**src/rtl/cpu_pkg.sv**
```systemverilog
// Shared definitions for the instruction-fetch front end: reset vector,
// sequential PC increment and the fetch sequencer state encoding.
package cpu_pkg;

    localparam logic [31:0] RESET_PC = 32'h1c00_0000;
    localparam logic [31:0] PC_STEP  = 32'd4;

    typedef enum logic [1:0] {
        IDLE = 2'd0,
        REQ  = 2'd1,
        WAIT = 2'd2,
        HOLD = 2'd3
    } fetch_state_t;

endpackage

```
**src/rtl/fetch_ctrl.sv**
```systemverilog
// IF-stage fetch sequencer. Owns the fetch PC, issues one request at a time
// on the SRAM-like instruction port, buffers the returned word and hands it
// to ID over the valid/allow_in handshake. Branch redirects replace the
// fetch PC and cancel whatever is in flight or buffered.
//
// state | meaning
// ------+---------------------------------------------------------------
// IDLE  | just out of reset, no request yet
// REQ   | request presented at fetch_pc, waiting for addr_ok
// WAIT  | request accepted, waiting for data_ok (discard drops the word)
// HOLD  | instruction buffered in fs_pc/fs_inst, waiting to move to ID
module fetch_ctrl
    import cpu_pkg::*;
#(
    parameter logic [31:0] RESET_PC = cpu_pkg::RESET_PC,
    parameter logic [31:0] PC_STEP  = cpu_pkg::PC_STEP
) (
    input  logic        clk,
    input  logic        reset,
    input  logic        br_taken,
    input  logic [31:0] br_target,
    input  logic        stall,
    input  logic        ds_allow_in,
    output logic        inst_sram_req,
    output logic [31:0] inst_sram_addr,
    input  logic        inst_sram_addr_ok,
    input  logic        inst_sram_data_ok,
    input  logic [31:0] inst_sram_rdata,
    output logic        fs_valid,
    output logic        fs_to_ds_valid,
    output logic [31:0] fs_pc,
    output logic [31:0] fs_inst
);

    fetch_state_t state, state_nxt;
    logic [31:0]  fetch_pc, fetch_pc_nxt;
    logic         discard, discard_nxt;
    logic         fs_valid_nxt;
    logic [31:0]  fs_pc_nxt;
    logic [31:0]  fs_inst_nxt;

    // A branch in the same cycle kills the hand-off: the buffered word is
    // on the wrong path.
    assign fs_to_ds_valid = fs_valid & ~stall & ds_allow_in & ~br_taken;
    assign inst_sram_req  = (state == REQ);
    assign inst_sram_addr = fetch_pc;

    // Next-state, fetch PC, discard flag and instruction buffer.
    always_comb begin
        state_nxt    = state;
        fetch_pc_nxt = fetch_pc;
        discard_nxt  = discard;
        fs_valid_nxt = fs_valid;
        fs_pc_nxt    = fs_pc;
        fs_inst_nxt  = fs_inst;
        case (state)
            IDLE: begin
                state_nxt = REQ;
                if (br_taken) begin
                    fetch_pc_nxt = br_target;
                end
            end
            REQ: begin
                if (inst_sram_addr_ok) begin
                    state_nxt = WAIT;
                    // The accepted address is the old path; its data must die.
                    if (br_taken) begin
                        discard_nxt = 1'b1;
                    end
                end
                if (br_taken) begin
                    fetch_pc_nxt = br_target;
                end
            end
            WAIT: begin
                if (inst_sram_data_ok) begin
                    if (discard || br_taken) begin
                        discard_nxt = 1'b0;
                        state_nxt   = REQ;
                        if (br_taken) begin
                            fetch_pc_nxt = br_target;
                        end
                    end else begin
                        fs_inst_nxt  = inst_sram_rdata;
                        fs_pc_nxt    = fetch_pc;
                        fs_valid_nxt = 1'b1;
                        state_nxt    = HOLD;
                    end
                end else if (br_taken) begin
                    discard_nxt  = 1'b1;
                    fetch_pc_nxt = br_target;
                end
            end
            HOLD: begin
                if (br_taken) begin
                    fs_valid_nxt = 1'b0;
                    fetch_pc_nxt = br_target;
                    state_nxt    = REQ;
                end else if (fs_to_ds_valid) begin
                    fs_valid_nxt = 1'b0;
                    fetch_pc_nxt = fs_pc + PC_STEP;
                    state_nxt    = REQ;
                end
            end
            default: begin
                state_nxt = IDLE;
            end
        endcase
    end

    // State, PC and buffer registers with synchronous reset.
    always_ff @(posedge clk) begin
        if (reset) begin
            state    <= IDLE;
            fetch_pc <= RESET_PC;
            discard  <= 1'b0;
            fs_valid <= 1'b0;
            fs_pc    <= 32'd0;
            fs_inst  <= 32'd0;
        end else begin
            state    <= state_nxt;
            fetch_pc <= fetch_pc_nxt;
            discard  <= discard_nxt;
            fs_valid <= fs_valid_nxt;
            fs_pc    <= fs_pc_nxt;
            fs_inst  <= fs_inst_nxt;
        end
    end

endmodule
```
**config.mk**
```make
export PLATFORM = sky130hd
export DESIGN_NAME = fetch_ctrl
export DESIGN_NICKNAME = d
export VERILOG_FILES = /design/src/rtl/cpu_pkg.sv /design/src/rtl/fetch_ctrl.sv
export SDC_FILE = /design/constraint.sdc
export NUM_CORES = 1
export LEC_CHECK = 0
export CAP_MARGIN = 40
export CORE_ASPECT_RATIO = 0.7
export CORE_UTILIZATION = 50
export CTS_BUF_LIST = sky130_fd_sc_hd__clkbuf_4
export CTS_CLUSTER_DIAMETER = 100
export DETAILED_ROUTE_END_ITERATION = 10
export DONT_BUFFER_PORTS = 1
export HOLD_SLACK_MARGIN = 0.06
export PLACE_DENSITY_LB_ADDON = 0.3
export SYNTH_ARGS = -nofsm -noshare
export SYNTH_HDL_FRONTEND = slang
export SYNTH_SLANG_ARGS = --single-unit
```
**constraint.sdc**
```tcl
create_clock -name clk -period 3.3 [get_ports clk]
set_clock_uncertainty 0.05 [all_clocks]
set_input_delay 0.33 -clock clk [delete_from_list [all_inputs] [get_ports clk]]
set_output_delay 0.33 -clock clk [all_outputs]
set_load 0.01 [all_outputs]
```
==> metrics.txt, run 1 <==
# TYPE chip_impl_metric gauge
chip_impl_info{name="run_status",value="finished, final reports clean"} 1
chip_impl_metric{name="hold_violations",unit=""} 0
chip_impl_info{name="synth.cells.most_frequent",value="nand2_1 (159), dfxtp_1 (100), a21oi_1 (88)"} 1
chip_impl_metric{name="regArea",unit="um2"} 2000
chip_impl_info{name="rsz0062_at_grt",value="false"} 1
chip_impl_metric{name="place.port_buffers",unit=""} 0
chip_impl_metric{name="globalRouteOverflowTotal",unit=""} 0
chip_impl_metric{name="sequential_area_share_after_synthesis",unit=""} 0.434
chip_impl_info{name="most_used_flip_flop_cell_after_synthesis",value="dfxtp_1"} 1
chip_impl_metric{name="clkSlewWorstSetupHoldPaths",unit="ps"} 150
chip_impl_metric{name="worstSkewPairLatency",unit="ps"} 460
chip_impl_metric{name="cts.htree.levels",unit=""} 3
chip_impl_metric{name="via_count",unit=""} 4345
chip_impl_metric{name="finalSetupTns",unit="ps"} 0
chip_impl_metric{name="post_cts_resize_count",unit=""} 0
chip_impl_metric{name="final_min_period_over_clock_period",unit=""} 0.814
chip_impl_metric{name="die_height",unit="um"} 82.3
chip_impl_metric{name="die_w",unit="um"} 117
chip_impl_metric{name="post_layout_power",unit="mW"} 2.13
chip_impl_metric{name="core_area",unit="um2"} 8690
chip_impl_metric{name="routed_wirelength",unit="um"} 13700
chip_impl_info{name="ctsRootBufferMaster",value="clkbuf_4"} 1
chip_impl_metric{name="max_slew.worst_pin.slew",unit="ps"} 820
chip_impl_metric{name="critical_path_required",unit="ps"} 3660
chip_impl_metric{name="synthesis.nets",unit=""} 643
chip_impl_info{name="hold_path.class",value="in -> reg"} 1
chip_impl_metric{name="max_freq",unit="MHz"} 372
chip_impl_metric{name="global_route_wire_length_before_repair",unit="um"} 20100
chip_impl_metric{name="synthesis.yosys.warnings",unit=""} 0
chip_impl_metric{name="synth_enable_flop_cells",unit=""} 0
chip_impl_metric{name="dp_hpwl",unit="um"} 8820
chip_impl_metric{name="post_drt_wl_per_cell",unit="um"} 18.8
chip_impl_metric{name="ys_types",unit=""} 61
chip_impl_metric{name="antenna_found_initial",unit=""} 0
chip_impl_metric{name="filler_cell_count",unit=""} 763
chip_impl_metric{name="worst_case_setup_slack_after_placement",unit="ps"} 891
chip_impl_metric{name="final_ant_viol_nets",unit=""} 0
chip_impl_metric{name="clkSinkCount",unit=""} 100
chip_impl_metric{name="nets",unit=""} 679
chip_impl_metric{name="p_leak",unit="nW"} 1.81
chip_impl_metric{name="floorplan.initialDensity",unit=""} 0.531
chip_impl_info{name="crit_path_end_kind",value="flip-flop"} 1
chip_impl_metric{name="drt_iter0_markers",unit=""} 281
chip_impl_metric{name="ir_worst_vdd",unit="mV"} 0.228
chip_impl_metric{name="netlist_instances",unit=""} 568
chip_impl_info{name="synth_top_cells_by_area",value="dfxtp_1 (43%), nand2_1 (13%), a21oi_1 (9.6%)"} 1
chip_impl_metric{name="fin_ws",unit="ps"} 614
chip_impl_metric{name="timing.final.max_slew_violations",unit=""} 0
chip_impl_metric{name="row_count",unit=""} 28
chip_impl_metric{name="multiInputGateArea",unit="um2"} 2360
chip_impl_metric{name="postLayoutCoreUtil",unit=""} 0.614
chip_impl_metric{name="netlist.area_leader.share",unit=""} 0.434
chip_impl_metric{name="min_period",unit="ps"} 2690
chip_impl_info{name="critPathLaunchType",value="flip-flop"} 1
chip_impl_metric{name="reported_max_cap_violation_count",unit=""} 0
chip_impl_metric{name="syn_avg_cell_area",unit="um2"} 8.12
chip_impl_metric{name="drc",unit=""} 0
chip_impl_metric{name="finalSetupViolations",unit=""} 0
chip_impl_metric{name="placed_cells",unit=""} 652
chip_impl_metric{name="n_antenna_cell",unit=""} 0
chip_impl_metric{name="cts.path.max_buffers",unit=""} 2
chip_impl_metric{name="syn2layout_area_growth",unit="%"} 15.7
chip_impl_metric{name="cp_data_arrival_time",unit="ps"} 3050
chip_impl_info{name="synth_top_area_cell",value="dfxtp_1"} 1
chip_impl_metric{name="number_of_cells_in_the_finished_layout_apart_from_fillers",unit=""} 728
chip_impl_metric{name="gp_routability_congestion",unit=""} 0.919
chip_impl_metric{name="num_io_pins",unit=""} 170
chip_impl_metric{name="grt_pass1_vias",unit=""} 3951
chip_impl_metric{name="maxSlewHeadroom",unit=""} 0.452
chip_impl_info{name="tritoncts",value="built"} 1
chip_impl_metric{name="detail_routed_via_count_per_cell",unit=""} 5.97
chip_impl_metric{name="drive_above_1_share",unit=""} 0.0740
chip_impl_info{name="synth.most_common_cell",value="nand2_1"} 1
chip_impl_metric{name="detailedRoute.firstPassIterationCount",unit=""} 6
chip_impl_metric{name="syn_area",unit="um2"} 4610
chip_impl_info{name="path_class",value="reg -> reg"} 1
chip_impl_metric{name="grtUsageTotal",unit=""} 0.275
chip_impl_metric{name="async_reset_ff_frac",unit=""} 0
chip_impl_metric{name="yosys_register_bits",unit=""} 100
chip_impl_metric{name="critical_path.max_fanout",unit=""} 52
chip_impl_metric{name="die_area",unit="um2"} 9610
chip_impl_metric{name="power-per-cell-area",unit="nW/um2"} 400
chip_impl_metric{name="tritoncts_buffers",unit=""} 9
chip_impl_metric{name="maximum_number_of_pins_on_one_net_before_global_route_repair",unit=""} 93
## flip-flops by register name (all words and copies together) (netlist names)
name,flops
fs_pc,32
fs_valid,1
discard,1
fs_inst,32
inst_sram_addr,32
state,2
## metal layers
| layer | vias to the layer above | GRT usage | routed length (um) |
|---|---|---|---|
| met3 | 24 | 0.111 | 1640 |
| li1 | 2047 | - | - |
| met1 | 2033 | 0.337 | 5700 |
| met2 | 241 | 0.441 | 6050 |
| met4 | 0 | 0.0924 | 263 |
| met5 | - | 0 | 0 |
## worst max-delay path: stages (launching register included)
cell           delay, ps
dfxtp_1              350
inv_1                 80
ha_1                 260
and4bb_2             520
buf_4                540
nand2_1              120
a21oi_1              160
dlygate4sd3_1        580
## kinds of logic after synthesis
group	Yosys count	synth area share
buffers and inverters	49	0.0546
multiplexers	1	0.00244
XOR/XNOR	23	0.0437
AO/OA/AOI/OAI	146	0.198
AND/OR/NAND/NOR	245	0.256
flip-flops	100	0.434
adder cells (fa/ha/maj)	4	0.0109
## cells in the final DEF, fill, tap and decap left out, types with 3 or more instances in the layout
master and count:
and3_1 4, o221ai_1 11, ha_1 4, nor2_1 25, clkbuf_4 10, xnor2_1 14
a311oi_1 5, nor3_2 3, nor3_1 10, inv_1 8, dfxtp_1 100, a32oi_1 3
dlygate4sd3_1 60, buf_4 4, o21ai_1 4, a22oi_1 6, o22ai_1 4, o21ai_0 4
nand2_1 159, nand3_1 9, clkinv_2 3, a21oi_1 88, xor2_1 9, nor4_2 3
nand4_1 9
## area by class of cell
class	instances	share of cell area
clock inverter	5	0.0101
sequential	100	0.375
multi-input combinational	419	0.443
inverter	9	0.00633
timing repair buffer	65	0.123
tap	120	0.0281
clock buffer	10	0.0141
## final timing paths
kind,from,end,slack [ps],cells past startpoint
worst max register to register,state[0],fs_inst[30],610,7
worst min-delay path,br_target[19],inst_sram_addr[19],90,2
worst min register to register,fs_inst[12],fs_inst[12],460,2
worst max-delay path,state[0],fs_inst[30],610,7
## stage by stage
step | hold slack, ps | instance area [um2]
after CTS | 60.9 | 5330
after global placement | 356 | 4580
after floorplan | 396 | 4610
after detailed placement | 360 | 4580
final | 85.5 | 5330
after global routing | 61.2 | 5330
## report_power, final
group	switching [mW]	internal, mW
combinational	0.108	0.0994
clock	0.389	0.234
sequential	0.0562	1.25
total	0.554	1.58
## what timing repair did
action	in CTS	in global routing
setup buffers	0	0
hold endpoints to repair	99	0
hold buffers	61	0
Power figures use the tool's default switching activity.
==> inputs of run 2 (changes only) <==
==> constraint.sdc (replaced) <==
create_clock -name clk -period 2.4 [get_ports clk]
set_clock_uncertainty 0.05 [all_clocks]
set_input_delay 0.24 -clock clk [delete_from_list [all_inputs] [get_ports clk]]
set_output_delay 0.24 -clock clk [all_outputs]
set_load 0.01 [all_outputs]
==> run 2 against run 1 <==
Sequential share of layout area down 1.8 points; largest cell class unchanged; total power rose by 54%; largest power group unchanged; die area unchanged.
==> metrics.txt, run 2 (synthesized netlist as in run 1, its figures left out) <==
# TYPE chip_impl_metric gauge
chip_impl_metric{name="die_w",unit="um"} 117
chip_impl_info{name="run_status",value="finished, final reports clean"} 1
chip_impl_metric{name="cts.path.max_buffers",unit=""} 2
chip_impl_metric{name="num_io_pins",unit=""} 170
chip_impl_info{name="layout_commonest_cell",value="nand2_1"} 1
chip_impl_metric{name="worstSkewPairLatency",unit="ps"} 450
chip_impl_info{name="path_class",value="reg -> reg"} 1
chip_impl_info{name="crit_path_cell_trace",value="inv_1 > ha_1 > and4bb_2 > a211o_2 > nor3_1 > o21ai_0 > a21oi_1"} 1
chip_impl_metric{name="fin_hold_ws",unit="ps"} 90.1
chip_impl_info{name="reg2reg_from",value="state[0]"} 1
chip_impl_metric{name="final_ant_viol_nets",unit=""} 0
chip_impl_metric{name="p_leak",unit="nW"} 1.93
chip_impl_info{name="critPathLaunchType",value="flip-flop"} 1
chip_impl_metric{name="cp_data_arrival_time",unit="ps"} 2500
chip_impl_metric{name="nets",unit=""} 698
chip_impl_info{name="crit_path_end_kind",value="flip-flop"} 1
chip_impl_metric{name="clkSinkCount",unit=""} 100
chip_impl_metric{name="gp_routability_congestion",unit=""} 0.908
chip_impl_info{name="hold_path.class",value="in -> reg"} 1
chip_impl_metric{name="tritoncts_buffers",unit=""} 9
chip_impl_metric{name="maxSlewHeadroom",unit=""} 0.525
chip_impl_metric{name="power_switching_share",unit=""} 0.242
chip_impl_info{name="cp-startpoint",value="state[0]"} 1
chip_impl_metric{name="critical_path_required",unit="ps"} 2740
chip_impl_metric{name="syn2layout_area_growth",unit="%"} 21.5
chip_impl_metric{name="power-per-cell-area",unit="nW/um2"} 588
chip_impl_metric{name="post_cts_resize_count",unit=""} 0
chip_impl_metric{name="post_cts_hold_buffer_count",unit=""} 69
chip_impl_metric{name="floorplan.initialDensity",unit=""} 0.531
chip_impl_metric{name="global_route_wire_length_before_repair",unit="um"} 20900
chip_impl_info{name="layout_common_cells",value="nand2_1 (159), dfxtp_1 (100), a21oi_1 (88)"} 1
chip_impl_info{name="crit_path_top_delay_cell",value="a211o_2"} 1
chip_impl_info{name="tritoncts",value="built"} 1
chip_impl_metric{name="routed_wirelength",unit="um"} 13800
chip_impl_info{name="rsz0062_at_grt",value="false"} 1
chip_impl_metric{name="n_antenna_cell",unit=""} 0
chip_impl_metric{name="place.port_buffers",unit=""} 0
chip_impl_metric{name="post_drt_wl_per_cell",unit="um"} 18.5
chip_impl_metric{name="maximum_number_of_pins_on_one_net_before_global_route_repair",unit=""} 96
chip_impl_metric{name="critical_path.max_fanout",unit=""} 26
chip_impl_metric{name="p_sw",unit="uW"} 798
chip_impl_metric{name="detail_routed_via_count_per_cell",unit=""} 5.87
chip_impl_metric{name="die_area",unit="um2"} 9610
chip_impl_metric{name="die_height",unit="um"} 82.3
chip_impl_metric{name="row_count",unit=""} 28
chip_impl_metric{name="power.clock.fraction",unit=""} 0.363
chip_impl_metric{name="drc",unit=""} 0
chip_impl_metric{name="core_area",unit="um2"} 8690
chip_impl_metric{name="final_min_period_over_clock_period",unit=""} 0.900
chip_impl_metric{name="max_freq",unit="MHz"} 463
chip_impl_metric{name="power.combinational.fraction",unit=""} 0.093
chip_impl_metric{name="hold_violations",unit=""} 0
chip_impl_metric{name="grt_pass1_vias",unit=""} 4135
chip_impl_metric{name="reported_max_cap_violation_count",unit=""} 0
chip_impl_metric{name="drt_iter0_markers",unit=""} 444
chip_impl_metric{name="finalSetupTns",unit="ps"} 0
chip_impl_metric{name="post_layout_power",unit="mW"} 3.29
chip_impl_metric{name="postLayoutCoreUtil",unit=""} 0.644
chip_impl_metric{name="cts.htree.levels",unit=""} 3
chip_impl_metric{name="min_period",unit="ps"} 2160
chip_impl_info{name="timing.hold.worst.start",value="br_taken"} 1
chip_impl_metric{name="placed_cells",unit=""} 663
chip_impl_metric{name="number_of_cells_in_the_finished_layout_apart_from_fillers",unit=""} 748
chip_impl_metric{name="via_count",unit=""} 4391
chip_impl_metric{name="max_slew.worst_pin.slew",unit="ps"} 711
chip_impl_metric{name="post_cts.repair.setup_buffers",unit=""} 0
chip_impl_metric{name="dp_hpwl",unit="um"} 8700
chip_impl_metric{name="finalSetupViolations",unit=""} 0
chip_impl_metric{name="timing.final.max_slew_violations",unit=""} 0
chip_impl_metric{name="clkSlewWorstSetupHoldPaths",unit="ps"} 160
chip_impl_metric{name="power_frac_seq",unit=""} 0.544
chip_impl_metric{name="worst_path_largest_cell_delay",unit="ps"} 530
chip_impl_metric{name="grtUsageTotal",unit=""} 0.286
chip_impl_metric{name="drive_above_1_share",unit=""} 0.0892
chip_impl_metric{name="antenna_found_initial",unit=""} 0
chip_impl_metric{name="globalRouteOverflowTotal",unit=""} 0
chip_impl_metric{name="detailedRoute.firstPassIterationCount",unit=""} 5
chip_impl_info{name="ctsRootBufferMaster",value="clkbuf_4"} 1
chip_impl_metric{name="ir_worst_vdd",unit="mV"} 0.534
chip_impl_metric{name="internal_power",unit="mW"} 2.49
## run 2: changes by cell type in the layout (fill, tap and decap cells not counted), sizes merged
cell | before | now
bufinv | 1 | 4
buf | 5 | 16
dlygate4sd3 | 60 | 68
clkinvlp | 0 | 2
clkinv | 5 | 2
clkbuf | 10 | 9
## run 2: cell type report
type	count	area (um2)
clock inverter	7	139
timing repair buffer	84	846
inverter	9	33.8
sequential	100	2000
clock buffer	9	67.6
fill	763	3090
tap	120	150
multi-input combinational	419	2360
## run 2: per-layer routing
layer / wire length (um) / up-vias / share of wire / GRT usage
met3: 1630 / 20 / 0.12 / 0.104
met4: 164 / 0 / 0.012 / 0.0886
met1: 5750 / 2047 / 0.42 / 0.351
met2: 6260 / 236 / 0.45 / 0.473
met5: 0 / - / 0 / 0
li1: - / 2088 / - / -
## run 2: final timing paths
path | cells after the start | end | slack (ps)
worst max register to register | 7 | inst_sram_addr[12] | 240
worst min register to register | 2 | fs_inst[31] | 460
worst min-delay path | 3 | inst_sram_addr[14] | 90
worst max-delay path | 7 | inst_sram_addr[12] | 240
## run 2: power groups by stage
stage          sequential [mW]  combinational, mW  clock (mW)
6_report                  1.79              0.306        1.20
3_3_place_gp              1.82              0.168           0
3_5_place_dp              1.82              0.174           0
2_1_floorplan             1.80              0.167           0
4_1_cts                   1.79              0.301        1.22
5_1_grt                   1.80              0.335        1.29
## run 2: metrics by stage
stage	cell area, um2	setup slack, ps
after floorplan	4610	463
after global placement	4680	322
after detailed placement	4680	266
after CTS	5600	249
after global routing	5600	58.3
final	5600	239
## run 2: critical path: cells and delay by family, from the launching register on
| kind | cells | cell delay (ps) |
|---|---|---|
| compound gates | 3 | 770 |
| fa+ha+maj | 1 | 260 |
| buf+inv | 1 | 70 |
| flops | 1 | 380 |
| simple gates | 2 | 580 |
